<file path="src/rtl/hazard_scoreboard.sv">
// Hazard and forwarding controller beside decode: shadows in-flight register
// writes per stage and derives the decode stall and the rs/rt forward selects.
module hazard_scoreboard #(
   parameter int AW      = 5,
   parameter int DEPTH   = 4,
   parameter int MUL_LAT = 3,
   parameter int SW      = $clog2(DEPTH + 1)
) (
   input  logic          clk,
   input  logic          rst_n,
   input  logic          freeze,
   input  logic          issue_valid,
   input  logic          issue_we,
   input  logic [AW-1:0] issue_waddr,
   input  logic [1:0]    issue_class,
   input  logic          rs_used,
   input  logic          rt_used,
   input  logic [AW-1:0] rs_addr,
   input  logic [AW-1:0] rt_addr,
   output logic          stall,
   output logic [SW-1:0] fwd_rs_sel,
   output logic [SW-1:0] fwd_rt_sel,
   output logic [15:0]   stall_count
);

   logic          r_valid [1:DEPTH];
   logic [AW-1:0] r_addr  [1:DEPTH];
   logic [SW-1:0] r_avail [1:DEPTH];
   logic [15:0]   r_stall_count;

   logic [DEPTH:1] w_rs_match;
   logic [DEPTH:1] w_rt_match;
   logic           w_rs_hit;
   logic           w_rt_hit;
   logic [SW-1:0]  w_rs_k;
   logic [SW-1:0]  w_rt_k;
   logic [SW-1:0]  w_rs_av;
   logic [SW-1:0]  w_rt_av;
   logic           w_rs_haz;
   logic           w_rt_haz;
   logic           w_stall;
   logic           w_insert;

   // Stage at which a class result reaches a forwarding bus; reserved class behaves as ALU.
   function automatic logic [SW-1:0] class_avail(input logic [1:0] cls);
      logic [SW-1:0] v;
      case (cls)
         2'd1:    v = SW'(2);
         2'd2:    v = SW'(MUL_LAT);
         default: v = SW'(1);
      endcase
      return v;
   endfunction

   // Operand matching with youngest-entry priority: scan oldest to youngest, last hit wins.
   always_comb begin
      w_rs_hit = 1'b0;
      w_rt_hit = 1'b0;
      w_rs_k   = '0;
      w_rt_k   = '0;
      w_rs_av  = '0;
      w_rt_av  = '0;
      for (int k = 1; k <= DEPTH; k++) begin
         w_rs_match[k] = r_valid[k] && (r_addr[k] == rs_addr) && (rs_addr != '0) && rs_used;
         w_rt_match[k] = r_valid[k] && (r_addr[k] == rt_addr) && (rt_addr != '0) && rt_used;
      end
      for (int k = DEPTH; k >= 1; k--) begin
         w_rs_hit = w_rs_match[k] ? 1'b1       : w_rs_hit;
         w_rs_k   = w_rs_match[k] ? SW'(k)     : w_rs_k;
         w_rs_av  = w_rs_match[k] ? r_avail[k] : w_rs_av;
         w_rt_hit = w_rt_match[k] ? 1'b1       : w_rt_hit;
         w_rt_k   = w_rt_match[k] ? SW'(k)     : w_rt_k;
         w_rt_av  = w_rt_match[k] ? r_avail[k] : w_rt_av;
      end
   end

   assign w_rs_haz = w_rs_hit && (w_rs_k < w_rs_av);
   assign w_rt_haz = w_rt_hit && (w_rt_k < w_rt_av);
   assign w_stall  = issue_valid && (w_rs_haz || w_rt_haz) && !freeze;
   assign w_insert = issue_valid && issue_we && (issue_waddr != '0) && !w_stall && !freeze;

   assign stall       = w_stall;
   assign fwd_rs_sel  = (w_rs_hit && !w_rs_haz && !w_stall) ? w_rs_k : '0;
   assign fwd_rt_sel  = (w_rt_hit && !w_rt_haz && !w_stall) ? w_rt_k : '0;
   assign stall_count = r_stall_count;

   // Shadow pipeline: shifts on every unfrozen cycle, stage 1 takes a bubble unless inserting.
   always_ff @(posedge clk or negedge rst_n) begin
      if (!rst_n) begin
         for (int k = 1; k <= DEPTH; k++) begin
            r_valid[k] <= 1'b0;
            r_addr[k]  <= '0;
            r_avail[k] <= '0;
         end
      end else if (!freeze) begin
         for (int k = DEPTH; k >= 2; k--) begin
            r_valid[k] <= r_valid[k-1];
            r_addr[k]  <= r_addr[k-1];
            r_avail[k] <= r_avail[k-1];
         end
         r_valid[1] <= w_insert;
         r_addr[1]  <= issue_waddr;
         r_avail[1] <= class_avail(issue_class);
      end
   end

   // Saturating stall-cycle counter.
   always_ff @(posedge clk or negedge rst_n) begin
      if (!rst_n) begin
         r_stall_count <= 16'h0000;
      end else if (w_stall && (r_stall_count != 16'hFFFF)) begin
         r_stall_count <= r_stall_count + 16'h0001;
      end
   end

endmodule

</file>
<file path="config.mk">
export PLATFORM = sky130hd
export DESIGN_NAME = hazard_scoreboard
export DESIGN_NICKNAME = d
export VERILOG_FILES = /design/src/rtl/hazard_scoreboard.sv
export SDC_FILE = /design/constraint.sdc
export NUM_CORES = 1
export LEC_CHECK = 0
export ABC_AREA = 1
export BUFFER_PORTS_ARGS = -buffer_cell sky130_fd_sc_hd__buf_2
export CAP_MARGIN = 20
export CORE_UTILIZATION = 45
export CTS_BUF_LIST = sky130_fd_sc_hd__clkbuf_2
export DETAILED_ROUTE_END_ITERATION = 8
export SETUP_SLACK_MARGIN = 0.3
export SYNTH_ARGS = -nofsm -noshare
export SYNTH_HDL_FRONTEND = slang
export SYNTH_SLANG_ARGS = --single-unit
</file>
<file path="constraint.sdc">
create_clock -name clk -period 2.9 [get_ports clk]
set_input_delay 0.58 -clock clk [delete_from_list [all_inputs] [get_ports clk]]
set_output_delay 0.58 -clock clk [all_outputs]
set_load 0.05 [all_outputs]
</file>
[Word level (Yosys, flattened, before mapping)]
Cells that the tools add are included.
Operators by class
  reduce and logical (&&, ||, !) cells: 45
  add/subtract/negate cells: 1
  equality and inequality tests: 11
  $lt $le $gt $ge: 2
  muxes and demuxes: 27
Operators with widths (number)
  3-bit 2-to-1 mux: 18
  5-bit == test: 8
  1-bit logical AND: 37
  16-bit by 1-bit adder with 16-bit output (second input constant): 1
  16-bit != test (second input constant): 1
  5-bit nonzero test: 3
  1-bit 2-to-1 mux: 8
  3-bit < comparator: 2
  1-bit zero test: 4
  2-bit case mux with 2 select lines: 1
  2-bit by 1-bit == test with 1-bit output (second input constant): 1
  2-bit == test (second input constant): 1
  1-bit logical OR: 1
Word-level totals
  register bits: 52
  logic and storage cells: 99
  output and inout port bits: 23

[Depth between registers and ports, before layout]
Gate-level depths: netlist of the first run.
  depth after elaboration: 16
  depth in mapped cells: 19

[Worst setup path after synthesis of the first run]
Ideal clock, no wire load.
  kind: input -> output
  from: in rt_addr[2]
  to: out fwd_rs_sel[2]
  slack: -0.839 ns
  data arrival time: 3.159 ns
  path buffers: 1
  cell stages on the path: 16
  path through: buf_4 -> inv_2 -> nor2_1 -> nor3_2 -> nand3_2 -> inv_1 -> o21ai_0 -> a21oi_1 -> a21oi_1 -> ha_1 -> nand2_2 -> nand3_2 -> nand2_4 -> nand2_1 -> nand2_1 -> nor3_1
Between the ends
  word-level cells in the longest chain between the ends: 16
Ends and longest elaborated chain
  from (decl): RTL line 19  | input logic [AW-1:0] rt_addr,
  5-bit == test: RTL line 65  | w_rt_match[k] = r_valid[k] && (r_addr[k] == rt_addr) && (rt_addr != '0) && rt_used;
  1-bit logical AND (3 in a row): RTL line 65
  3-bit 2-to-1 mux (on tied branches) (4 in a row): RTL line 72, 73
  3-bit < comparator: RTL line 78  | assign w_rt_haz = w_rt_hit && (w_rt_k < w_rt_av);
  1-bit logical AND *: RTL line 78
  1-bit logical OR *: RTL line 79  | assign w_stall = issue_valid && (w_rs_haz || w_rt_haz) && !freeze;
  1-bit logical AND * (2 in a row): RTL line 79
  1-bit zero test *: RTL line 83  | assign fwd_rs_sel = (w_rs_hit && !w_rs_haz && !w_stall) ? w_rs_k : '0;
  1-bit logical AND *: RTL line 83
  3-bit 2-to-1 mux *: RTL line 83
  to (decl): RTL line 21  | output logic [SW-1:0] fwd_rs_sel,
Mark *: on every way between the ends. The rest lies on a longest branch, timed or not.

[Worst setup path in the final report of the first run]
  from: reg r_addr[17] (netlist name)
  to: out fwd_rt_sel[1]
Between the ends
  word-level cells in the longest chain between the ends: 13
Ends and longest elaborated chain
  from (decl): RTL line 27  | logic [AW-1:0] r_addr [1:DEPTH];
  from (signal, indexed assignment): RTL line 98  | r_addr[k] <= r_addr[k-1];
  5-bit == test (on tied branches): RTL line 64, 65
  1-bit logical AND (on tied branches) (3 in a row): RTL line 64, 65
  3-bit 2-to-1 mux (on tied branches)
  3-bit < comparator (on tied branches): RTL line 77, 78
  1-bit logical AND (on tied branches): RTL line 77, 78
  1-bit logical OR: RTL line 79
  1-bit logical AND (2 in a row): RTL line 79
  1-bit zero test: RTL line 84  | assign fwd_rt_sel = (w_rt_hit && !w_rt_haz && !w_stall) ? w_rt_k : '0;
  1-bit logical AND: RTL line 84
  3-bit 2-to-1 mux *: RTL line 84
  to (decl): RTL line 22  | output logic [SW-1:0] fwd_rt_sel,
Marks and branches as above.

==> flow_metrics.py, run 1 <==
metrics = {
    "clocking": {
        "cts.hold.buffers_added": 0,
        "root_buffer": "clkbuf_2",
        "cts_tree": "yes",
        "cts_buffers": 5,
        "cts.sinks": 48,
        "path_clk_slew_ps": 290,
        "h-tree-depth": 2,
        "insertion_delay_ps": 450,
        "cts.path.max_buffers": 2,
    },
    "sta": {
        "rsz0062_at_grt": "true",
        "fmax_mhz": 300,
        "finalCriticalPeriod_ps": 3330,
        "period_share_pct": 115,
        "setup_viol": 7,
        "hold_viol": 0,
        "tightestPinTransition_ps": 633,
        "finalClockSkew_ps": 42.0,
        "slew_violations": 0,
        "final.setup.worst_slack_ps": -431,
        "relSlewSlack_pct": 57.8,
    },
    "cells_and_area": {
        "finalNonFillerCells": 727,
        "areaGrowthSynthToFinish_pct": 34.7,
        "post-route-util_pct": 63.1,
        "layout-drive-gt1-share_pct": 34.6,
        "diodes": 0,
        "final_nets": 655,
    },
    "yosys": {
        "avgSynthCellArea_um2": 6.57,
        "synth-async-reset-ratio_pct": 100,
        "synth_ff_type": "dfrtp_1",
        "synth_area_um2": 3420,
        "ys_warn_count": 0,
        "yosys.area.top_type": "dfrtp_1",
        "yosysSeqAreaShare_pct": 35.2,
        "synthCells": 520,
        "synth_area_leaders": "dfrtp_1 35%, nand2_1 23%, o21ai_0 6.0%",
        "synth_nets": 548,
        "synth_edf_count": 0,
        "synth_top_area_share_pct": 35.2,
        "synth_seq_cells": 48,
        "ys_types": 31,
    },
    "status": {
        "violations": "setup timing",
        "outcome": "finished with violations",
    },
    "hold_path": {
        "hp-class": "in2async",
    },
    "drt": {
        "viasPerCell": 5.02,
        "drtAntennaViolNets": 0,
        "drtPass1Iterations": 4,
        "wl_um": 10300,
        "vias": 3652,
        "first_iter_violations": 210,
        "drc_errors": 0,
        "wire_per_inst_um": 14.2,
    },
    "grt": {
        "grt-ovfl-total": 0,
        "grt_max_degree": 51,
        "antenna_found_initial": 0,
        "grt_pass1_vias": 3295,
        "grt_pass1_wl_um": 15700,
        "track_usage_pct": 26.3,
    },
    "placement": {
        "gp_congestion": 0.966,
        "place_inst": 701,
        "dp_hpwl_um": 7580,
        "portBuffers": 46,
    },
    "setup_path": {
        "worstSetupEndpointType": "primary output",
        "critPathMaxFanout": 3,
        "critPathKind": "reg2out",
        "worst_setup_path_start_kind": "flop",
        "cp.arrival_ps": 2750,
        "required_ps": 2320,
    },
    "die": {
        "die-area_um2": 7950,
        "start_util_pct": 46.9,
        "die_h_um": 89.1,
        "dieWidth_um": 89.1,
        "core.rowCount": 31,
        "coreArea_um2": 7290,
        "io_pins": 47,
    },
    "power_and_ir_drop": {
        "vdd_drop_max_v": 0.000187,
        "power_density_nw_per_um2": 340,
        "p_leak_nw": 2.36,
    },
    "run": {
        "maxCapViolCount": 0,
    },
}
## power by group
group	switching, W	internal (W)	total [W]
logic	0.000246	0.000146	0.000392
registers	0.0000608	0.000725	0.000786
clock network	0.000239	0.000148	0.000387
total	0.000545	0.00102	0.00156
## flip-flops by register name, summed over array words and instances, names as in the netlist
register	count
r_addr	20
stall_count	16
r_avail	8
r_valid	4
## layout make-up
class	instances	area (um2)
fillers	741	2690
multi-input cells	402	2180
flip-flops and latches	48	1210
repair buffers	108	792
inverters	62	233
well taps	99	124
clock inverters	3	46.3
clock buffers	5	25.0
## through the flow
stage | setup TNS (ps) | instance area [um2] | hold slack, ps | setup slack, ps | power (W)
2_1_floorplan | -555 | 3520 | 284 | -213 | 0.000992
3_3_place_gp | -2100 | 4170 | 465 | -355 | 0.00114
3_5_place_dp | -2210 | 4170 | 481 | -380 | 0.00115
4_1_cts | -2750 | 4420 | 52.5 | -417 | 0.00156
5_1_grt | -4600 | 4600 | 18.1 | -634 | 0.00166
6_report | -2940 | 4600 | 45.1 | -431 | 0.00156
## cell usage in the layout, fill, tap and decap left out, types with 4 or more instances in the layout
cell type  synthesis  layout
nor2_1            43      36
dfrtp_2            0       4
nand2_1          209     181
xor2_1             9       9
nand3_1           26      24
buf_6              1      11
clkbuf_2           0       5
o21ai_1            4       8
inv_2             12      16
nand4_1            6       6
a21oi_2            1       5
buf_4              1      55
nor2_4             5      11
xnor2_1            5       5
o21ai_0           41      35
buf_2              1      39
nor3_1             9       6
nand2_2            5      29
inv_1             50      46
ha_1               4       4
nor2_2             8       9
dfrtp_1           48      44
nand3_2            7       8
nand2_4            1       5
## cells in the mapped netlist (6+ instances only)
| cell type | count |
|---|---|
| nand2_1 | 209 |
| inv_1 | 50 |
| dfrtp_1 | 48 |
| nor2_1 | 43 |
| o21ai_0 | 41 |
| nand3_1 | 26 |
| inv_2 | 12 |
| nor3_1 | 9 |
| xor2_1 | 9 |
| a21oi_1 | 8 |
| nor2_2 | 8 |
| nand3_2 | 7 |
| clkbuf_1 | 6 |
| nand4_1 | 6 |
## cell families after synthesis
logic type	after synthesis	share of synthesized area (%)
buf+inv	71	8.17
xor+xnor	14	3.59
simple gates	326	43.0
flops	48	35.2
fa+ha+maj	4	1.46
compound gates	57	8.64
## worst max-delay path, cell delays in order (launching register included)
cell and delay, ps:
dfrtp_1 470, buf_4 140, nor2_1 220, nor3_2 70, nand3_2 90, inv_2 60, buf_4 120, a21oi_1 220
ha_1 280, nand2_2 70, nand3_2 80, nand2_4 80, nand2_4 70, nand2_4 120, nor2_4 50, buf_8 140
## worst paths after layout
kind	cells past startpoint	startpoint	slack (ps)	end
worst max-delay path	15	r_addr[17]	-430	fwd_rt_sel[1]
worst min-delay path	1	rst_n	50	r_addr[2]
worst max register to register	18	r_addr[17]	80	stall_count[15]
worst min register to register	2	r_avail[10]	520	r_avail[10]
max in group asynchronous	2	rst_n	2040	r_avail[6]
min in group clk	3	issue_waddr[3]	340	r_addr[18]
## layer usage
metal | wire, um | up-vias | global-route usage, %
li1 | - | 1853 | -
met2 | 5050 | 99 | 45.1
met1 | 4620 | 1684 | 34.9
met3 | 456 | 16 | 4.06
met5 | 0 | - | 0
met4 | 170 | 0 | 6.49
## what timing repair did
action,4_1_cts,5_1_grt
setup buffers,10,6
resized for setup,35,37
pin swaps,16,10
gates cloned,0,2
setup endpoints to repair,22,23
Power figures use the tool's default switching activity.
==> run 2, diff against run 1 <==
--- a/config.mk
+++ b/config.mk
@@ -11,7 +11,9 @@
 export CORE_UTILIZATION = 45
 export CTS_BUF_LIST = sky130_fd_sc_hd__clkbuf_2
 export DETAILED_ROUTE_END_ITERATION = 8
+export REMOVE_ABC_BUFFERS = 1
 export SETUP_SLACK_MARGIN = 0.3
+export SLEW_MARGIN = 10
 export SYNTH_ARGS = -nofsm -noshare
 export SYNTH_HDL_FRONTEND = slang
 export SYNTH_SLANG_ARGS = --single-unit
==> run 2 against run 1 <==
The flow still finishes with violations (setup timing). Final cell count increased by 1.5%. Maximum frequency decreased by 1.7%. Sequential power about the same. Wire length decreased by 0.37%. Largest cell class unchanged.
==> flow_metrics.py, run 2 (synthesis results as in run 1) <==
metrics = {
    "setup_path": {
        "cp-endpoint": "fwd_rt_sel[0]",
        "r2r-end": "stall_count[15]",
        "critPathKind": "reg2out",
        "reg2regPathDepth": 20,
        "crit_start": "r_addr[8]",
        "worst_setup_path_start_kind": "flop",
        "worstSetupEndpointType": "primary output",
        "cp.arrival_ps": 2810,
        "worstReg2RegStart": "r_addr[8]",
        "path_cells": "inv_2, nand2_1, nand2_1, nor2_1, buf_4, nand3_4, nand3_1, o21ai_2, o21ai_1, ha_2, nand2_2, nand3_2, nand2_4, nand2_4, nand2_2, a21oi_1, buf_4",
        "critPathMaxFanout": 4,
        "reg2reg_setup_slack_ps": 210,
        "required_ps": 2320,
        "cp_slowest_stage_delay_ps": 500,
        "worst_path_max_delay_cell": "dfrtp_1",
    },
    "grt": {
        "grt-ovfl-total": 0,
        "track_usage_pct": 27.5,
        "grt_pass1_wl_um": 16400,
        "antenna_found_initial": 0,
        "grt_pass1_vias": 3401,
        "grt_max_degree": 40,
    },
    "clocking": {
        "path_clk_slew_ps": 310,
        "insertion_delay_ps": 450,
        "cts.sinks": 48,
        "cts_tree": "yes",
        "cts.path.max_buffers": 2,
        "h-tree-depth": 2,
        "cts_buffers": 5,
        "root_buffer": "clkbuf_2",
    },
    "sta": {
        "rsz0062_at_grt": "true",
        "period_share_pct": 117,
        "hold_viol": 0,
        "holdWs_ps": 345,
        "setup_viol": 7,
        "final.setup.worst_slack_ps": -488,
        "tightestPinTransition_ps": 555,
        "slew_violations": 0,
        "finalCriticalPeriod_ps": 3390,
        "relSlewSlack_pct": 63.0,
        "finalClockSkew_ps": 35.9,
        "fmax_mhz": 295,
    },
    "run": {
        "maxCapViolCount": 0,
    },
    "power_and_ir_drop": {
        "vdd_drop_max_v": 0.000162,
        "power_w": 0.00169,
        "power_density_nw_per_um2": 366,
        "p_leak_nw": 2.40,
    },
    "drt": {
        "wl_um": 10300,
        "wire_per_inst_um": 13.9,
        "viasPerCell": 4.97,
        "first_iter_violations": 179,
        "vias": 3665,
        "drtAntennaViolNets": 0,
        "drc_errors": 0,
        "drtPass1Iterations": 4,
    },
    "placement": {
        "dp_hpwl_um": 7580,
        "gp_congestion": 0.957,
        "portBuffers": 46,
    },
    "die": {
        "die_h_um": 89.1,
        "io_pins": 47,
        "die-area_um2": 7950,
        "start_util_pct": 46.9,
        "dieWidth_um": 89.1,
        "coreArea_um2": 7290,
        "core.rowCount": 31,
    },
    "cells_and_area": {
        "regArea_um2": 1210,
        "final_nets": 666,
        "layout-drive-gt1-share_pct": 33.6,
        "final_cell_mix": "200 x nand2_1, 70 x buf_4, 44 x dfrtp_1",
        "areaGrowthSynthToFinish_pct": 35.2,
        "diodes": 0,
        "multi_input_area_um2": 2110,
        "top_register": "r_addr",
        "final_common_cell": "nand2_1",
        "post-route-util_pct": 63.3,
        "fill_cells": 704,
        "largest_reg_flops": 20,
    },
    "hold_path": {
        "hp-class": "in2reg",
    },
    "status": {
        "outcome": "finished with violations",
        "violations": "setup timing",
    },
}
## run 2: cell count changes in the layout (fill, tap and decap cells not counted), sizes merged
cell         change
clkinvlp         -1
dlygate4sd3      +1
buf             +11
clkbuf           -1
bufinv           +1
## run 2: worst min path at each step
stage	cells past startpoint	from	slack [ps]	endpoint
after floorplan	0	rst_n	280	r_addr[0]
after global placement	1	rst_n	450	r_addr[2]
after detailed placement	1	rst_n	460	r_addr[2]
after CTS	3	issue_waddr[3]	310	r_addr[18]
after global routing	3	issue_waddr[4]	330	r_addr[19]
final	3	issue_waddr[3]	340	r_addr[18]
## run 2: where the power goes
part / switching (W) / internal [W]
registers: 0.0000646 / 0.000725
logic: 0.000244 / 0.000169
clock network: 0.000254 / 0.000235
## run 2: area by class of cell
| cell class | count | area share, % |
|---|---|---|
| Clock buffer | 5 | 0.542 |
| Clock inverter | 3 | 1.49 |
| Inverter | 62 | 5.04 |
| Multi-Input combinational cell | 402 | 45.6 |
| Sequential cell | 48 | 26.1 |
| Tap cell | 99 | 2.68 |
| Timing Repair Buffer | 119 | 18.6 |
## run 2: routing by layer
metal	vias up	track usage, %	part of all wire (%)
li1	1878	-	-
met1	1671	35.0	44
met2	100	46.9	49
met3	16	4.34	4.5
met4	0	10.7	2.1
met5	-	0	0
## run 2: critical path, delay by kind of cell (launching register included)
family / cells / cell delay (ps)
AND/OR/NAND/NOR: 10 / 840
flip-flops: 1 / 500
buffers and inverters: 3 / 420
adder cells (fa/ha/maj): 1 / 310
AO/OA/AOI/OAI: 3 / 280
## run 2: per-stage QoR
| stage | TNS [ps] | setup slack, ps | cells | instance area [um2] |
|---|---|---|---|---|
| 6_report | -3250 | -488 | 738 | 4620 |
| 5_1_grt | -4550 | -674 | 738 | 4620 |
| 4_1_cts | -3020 | -454 | 731 | 4500 |
| 3_5_place_dp | -2590 | -407 | 712 | 4170 |
| 3_3_place_gp | -2330 | -364 | 712 | 4170 |
| 2_1_floorplan | -3310 | -775 | 511 | 3370 |
## run 2: repair_timing
| action | in CTS | in global routing |
|---|---|---|
| buffers inserted | 9 | 7 |
| endpoints found under the setup margin | 19 | 22 |
| hold buffers | 1 | 0 |
| cloned | 1 | 0 |
| pin swaps | 7 | 11 |
| endpoints found under the hold margin | 9 | 0 |
| gates resized for setup | 52 | 22 |
==> run 3, diff against run 2 <==
==> constraint.sdc (replaced) <==
create_clock -name clk -period 4.05 [get_ports clk]
set_input_delay 0.81 -clock clk [delete_from_list [all_inputs] [get_ports clk]]
set_output_delay 0.81 -clock clk [all_outputs]
set_load 0.05 [all_outputs]
==> run 3 against run 2 <==
The run now ends clean. Sequential cell count is the same. Via count is 6.8% lower. Global-route usage shrank 2.2 points. Non-clock buffer count decreased by 58. Largest power group unchanged. Register-to-register slack better by 1100 ps. Clock skew is 13 ps lower. Combinational power is 41% lower. Sequential share of layout area up 3.6 points. First-iteration DRC count increased by 11%.
==> flow_metrics.py, run 3 (synthesis results as in run 1) <==
metrics = {
    "clocking": {
        "cts.path.max_buffers": 2,
        "cts.sinks": 48,
        "path_clk_slew_ps": 280,
        "insertion_delay_ps": 450,
        "cts_tree": "yes",
        "cts.hold.buffers_added": 0,
        "cts_buffers": 5,
        "root_buffer": "clkbuf_2",
        "h-tree-depth": 2,
    },
    "grt": {
        "grt.met2_usage_pct": 42.4,
        "grt_pass1_vias": 3161,
        "use_met1_pct": 31.8,
        "antenna_found_initial": 0,
        "busiest_layer": "met2",
        "grt-ovfl-total": 0,
        "track_usage_pct": 25.3,
        "grt_max_degree": 33,
        "grt_pass1_wl_um": 15100,
        "use_met3_pct": 4.99,
    },
    "sta": {
        "finalClockSkew_ps": 22.7,
        "tightestPinTransition_ps": 632,
        "setup_viol": 0,
        "finalCriticalPeriod_ps": 3700,
        "final.setup.worst_slack_ps": 347,
        "rsz0062_at_grt": "true",
        "hold_viol": 0,
        "slew_violations": 0,
        "period_share_pct": 91.4,
        "relSlewSlack_pct": 57.8,
        "tns_ps": 0,
        "fmax_mhz": 270,
    },
    "cells_and_area": {
        "multi_input_area_um2": 2040,
        "regArea_um2": 1200,
        "stdcell_area_um2": 4060,
        "fill_cells": 768,
        "final_common_cell": "nand2_1",
        "top_register": "r_addr",
        "post-route-util_pct": 55.6,
        "final_nets": 607,
        "final_cell_mix": "204 x nand2_1, 46 x dfrtp_1, 45 x inv_1",
        "layout-drive-gt1-share_pct": 24.3,
        "areaGrowthSynthToFinish_pct": 18.7,
        "diodes": 0,
        "largest_reg_flops": 20,
    },
    "die": {
        "dieWidth_um": 89.1,
        "die-area_um2": 7950,
        "io_pins": 47,
        "start_util_pct": 46.9,
        "die_h_um": 89.1,
        "coreArea_um2": 7290,
        "core.rowCount": 31,
    },
    "power_and_ir_drop": {
        "p_leak_nw": 2.10,
        "power_w": 0.00108,
        "power_density_nw_per_um2": 267,
        "vdd_drop_max_v": 0.000131,
    },
    "setup_path": {
        "reg2reg_setup_slack_ps": 1270,
        "worstSetupEndpointType": "primary output",
        "critPathMaxFanout": 7,
        "worst_setup_path_start_kind": "input port",
        "critPathKind": "in2out",
        "cp.arrival_ps": 2890,
        "required_ps": 3240,
    },
    "hold_path": {
        "hp-class": "in2async",
    },
    "drt": {
        "drc_errors": 0,
        "wire_per_inst_um": 13.9,
        "wl_um": 9460,
        "viasPerCell": 5.03,
        "drtAntennaViolNets": 0,
        "drtPass1Iterations": 4,
        "vias": 3414,
        "first_iter_violations": 198,
    },
    "placement": {
        "dp_hpwl_um": 7070,
        "place_ws_ps": 73.1,
        "portBuffers": 46,
        "place_area_um2": 3740,
        "gp_congestion": 0.925,
    },
    "run": {
        "maxCapViolCount": 0,
    },
    "status": {
        "outcome": "finished clean",
    },
}
-- run 3: cell count changes in the layout (fill, tap and decap cells not counted), sizes merged --
cell         previous run  this run
dlygate4sd3             1         0
nand4                   8         7
inv                    63        62
clkinv                  0         2
bufinv                  2         1
buf                   118        61
-- run 3: worst max-delay path: stages --
cell and delay, ps:
buf_2 160, inv_2 70, nand2_1 70, nand3_2 90, nor2_1 140, nand3_2 150, nand2_2 110, o21ai_2 70
a21oi_2 120, a21oi_1 60, ha_1 290, nand2_2 60, nand3_2 70, nand2_4 60, nand2_4 90, nand2_4 80
nor3_4 180, buf_6 180
-- run 3: repair_timing --
action,4_1_cts,5_1_grt
setup endpoints to repair,7,7
resized for setup,17,39
setup buffers,5,8
pin swaps,7,13
-- run 3: through the flow --
stage,std cells,hold WS (ps)
after global placement,658,464
after floorplan,511,447
after global routing,679,329
after CTS,671,338
after detailed placement,658,469
final,679,318
-- run 3: area by class of cell --
class                      instances  share of cell area, %
timing repair buffer              61                   9.50
multi-input combinational        401                   50.3
tap                               99                   3.05
sequential                        48                   29.7
clock inverter                     3                   1.05
inverter                          62                   5.80
clock buffer                       5                  0.617
-- run 3: final timing paths --
check | depth (start not counted) | endpoint | from
worst max-delay path | 18 | fwd_rs_sel[2] | rt_addr[0]
worst min-delay path | 1 | r_addr[6] | rst_n
worst max register to register | 19 | stall_count[15] | r_addr[10]
worst min register to register | 2 | r_avail[10] | r_avail[10]
max in group asynchronous | 2 | r_addr[13] | rst_n
min in group clk | 2 | r_avail[10] | r_avail[10]
-- run 3: layer usage --
| layer | vias to the layer above | wire, um | part of all wire, % |
|---|---|---|---|
| met1 | 1551 | 4270 | 45 |
| li1 | 1755 | - | - |
| met4 | 0 | 312 | 3.3 |
| met2 | 85 | 4490 | 47 |
| met5 | - | 0 | 0 |
| met3 | 23 | 389 | 4.1 |
-- run 3: report_power, final --
group / switching, W / internal [W] / total, W
logic: 0.000161 / 0.0000830 / 0.000244
clock network: 0.000175 / 0.000104 / 0.000279
registers: 0.0000425 / 0.000518 / 0.000561
total: 0.000379 / 0.000705 / 0.00108
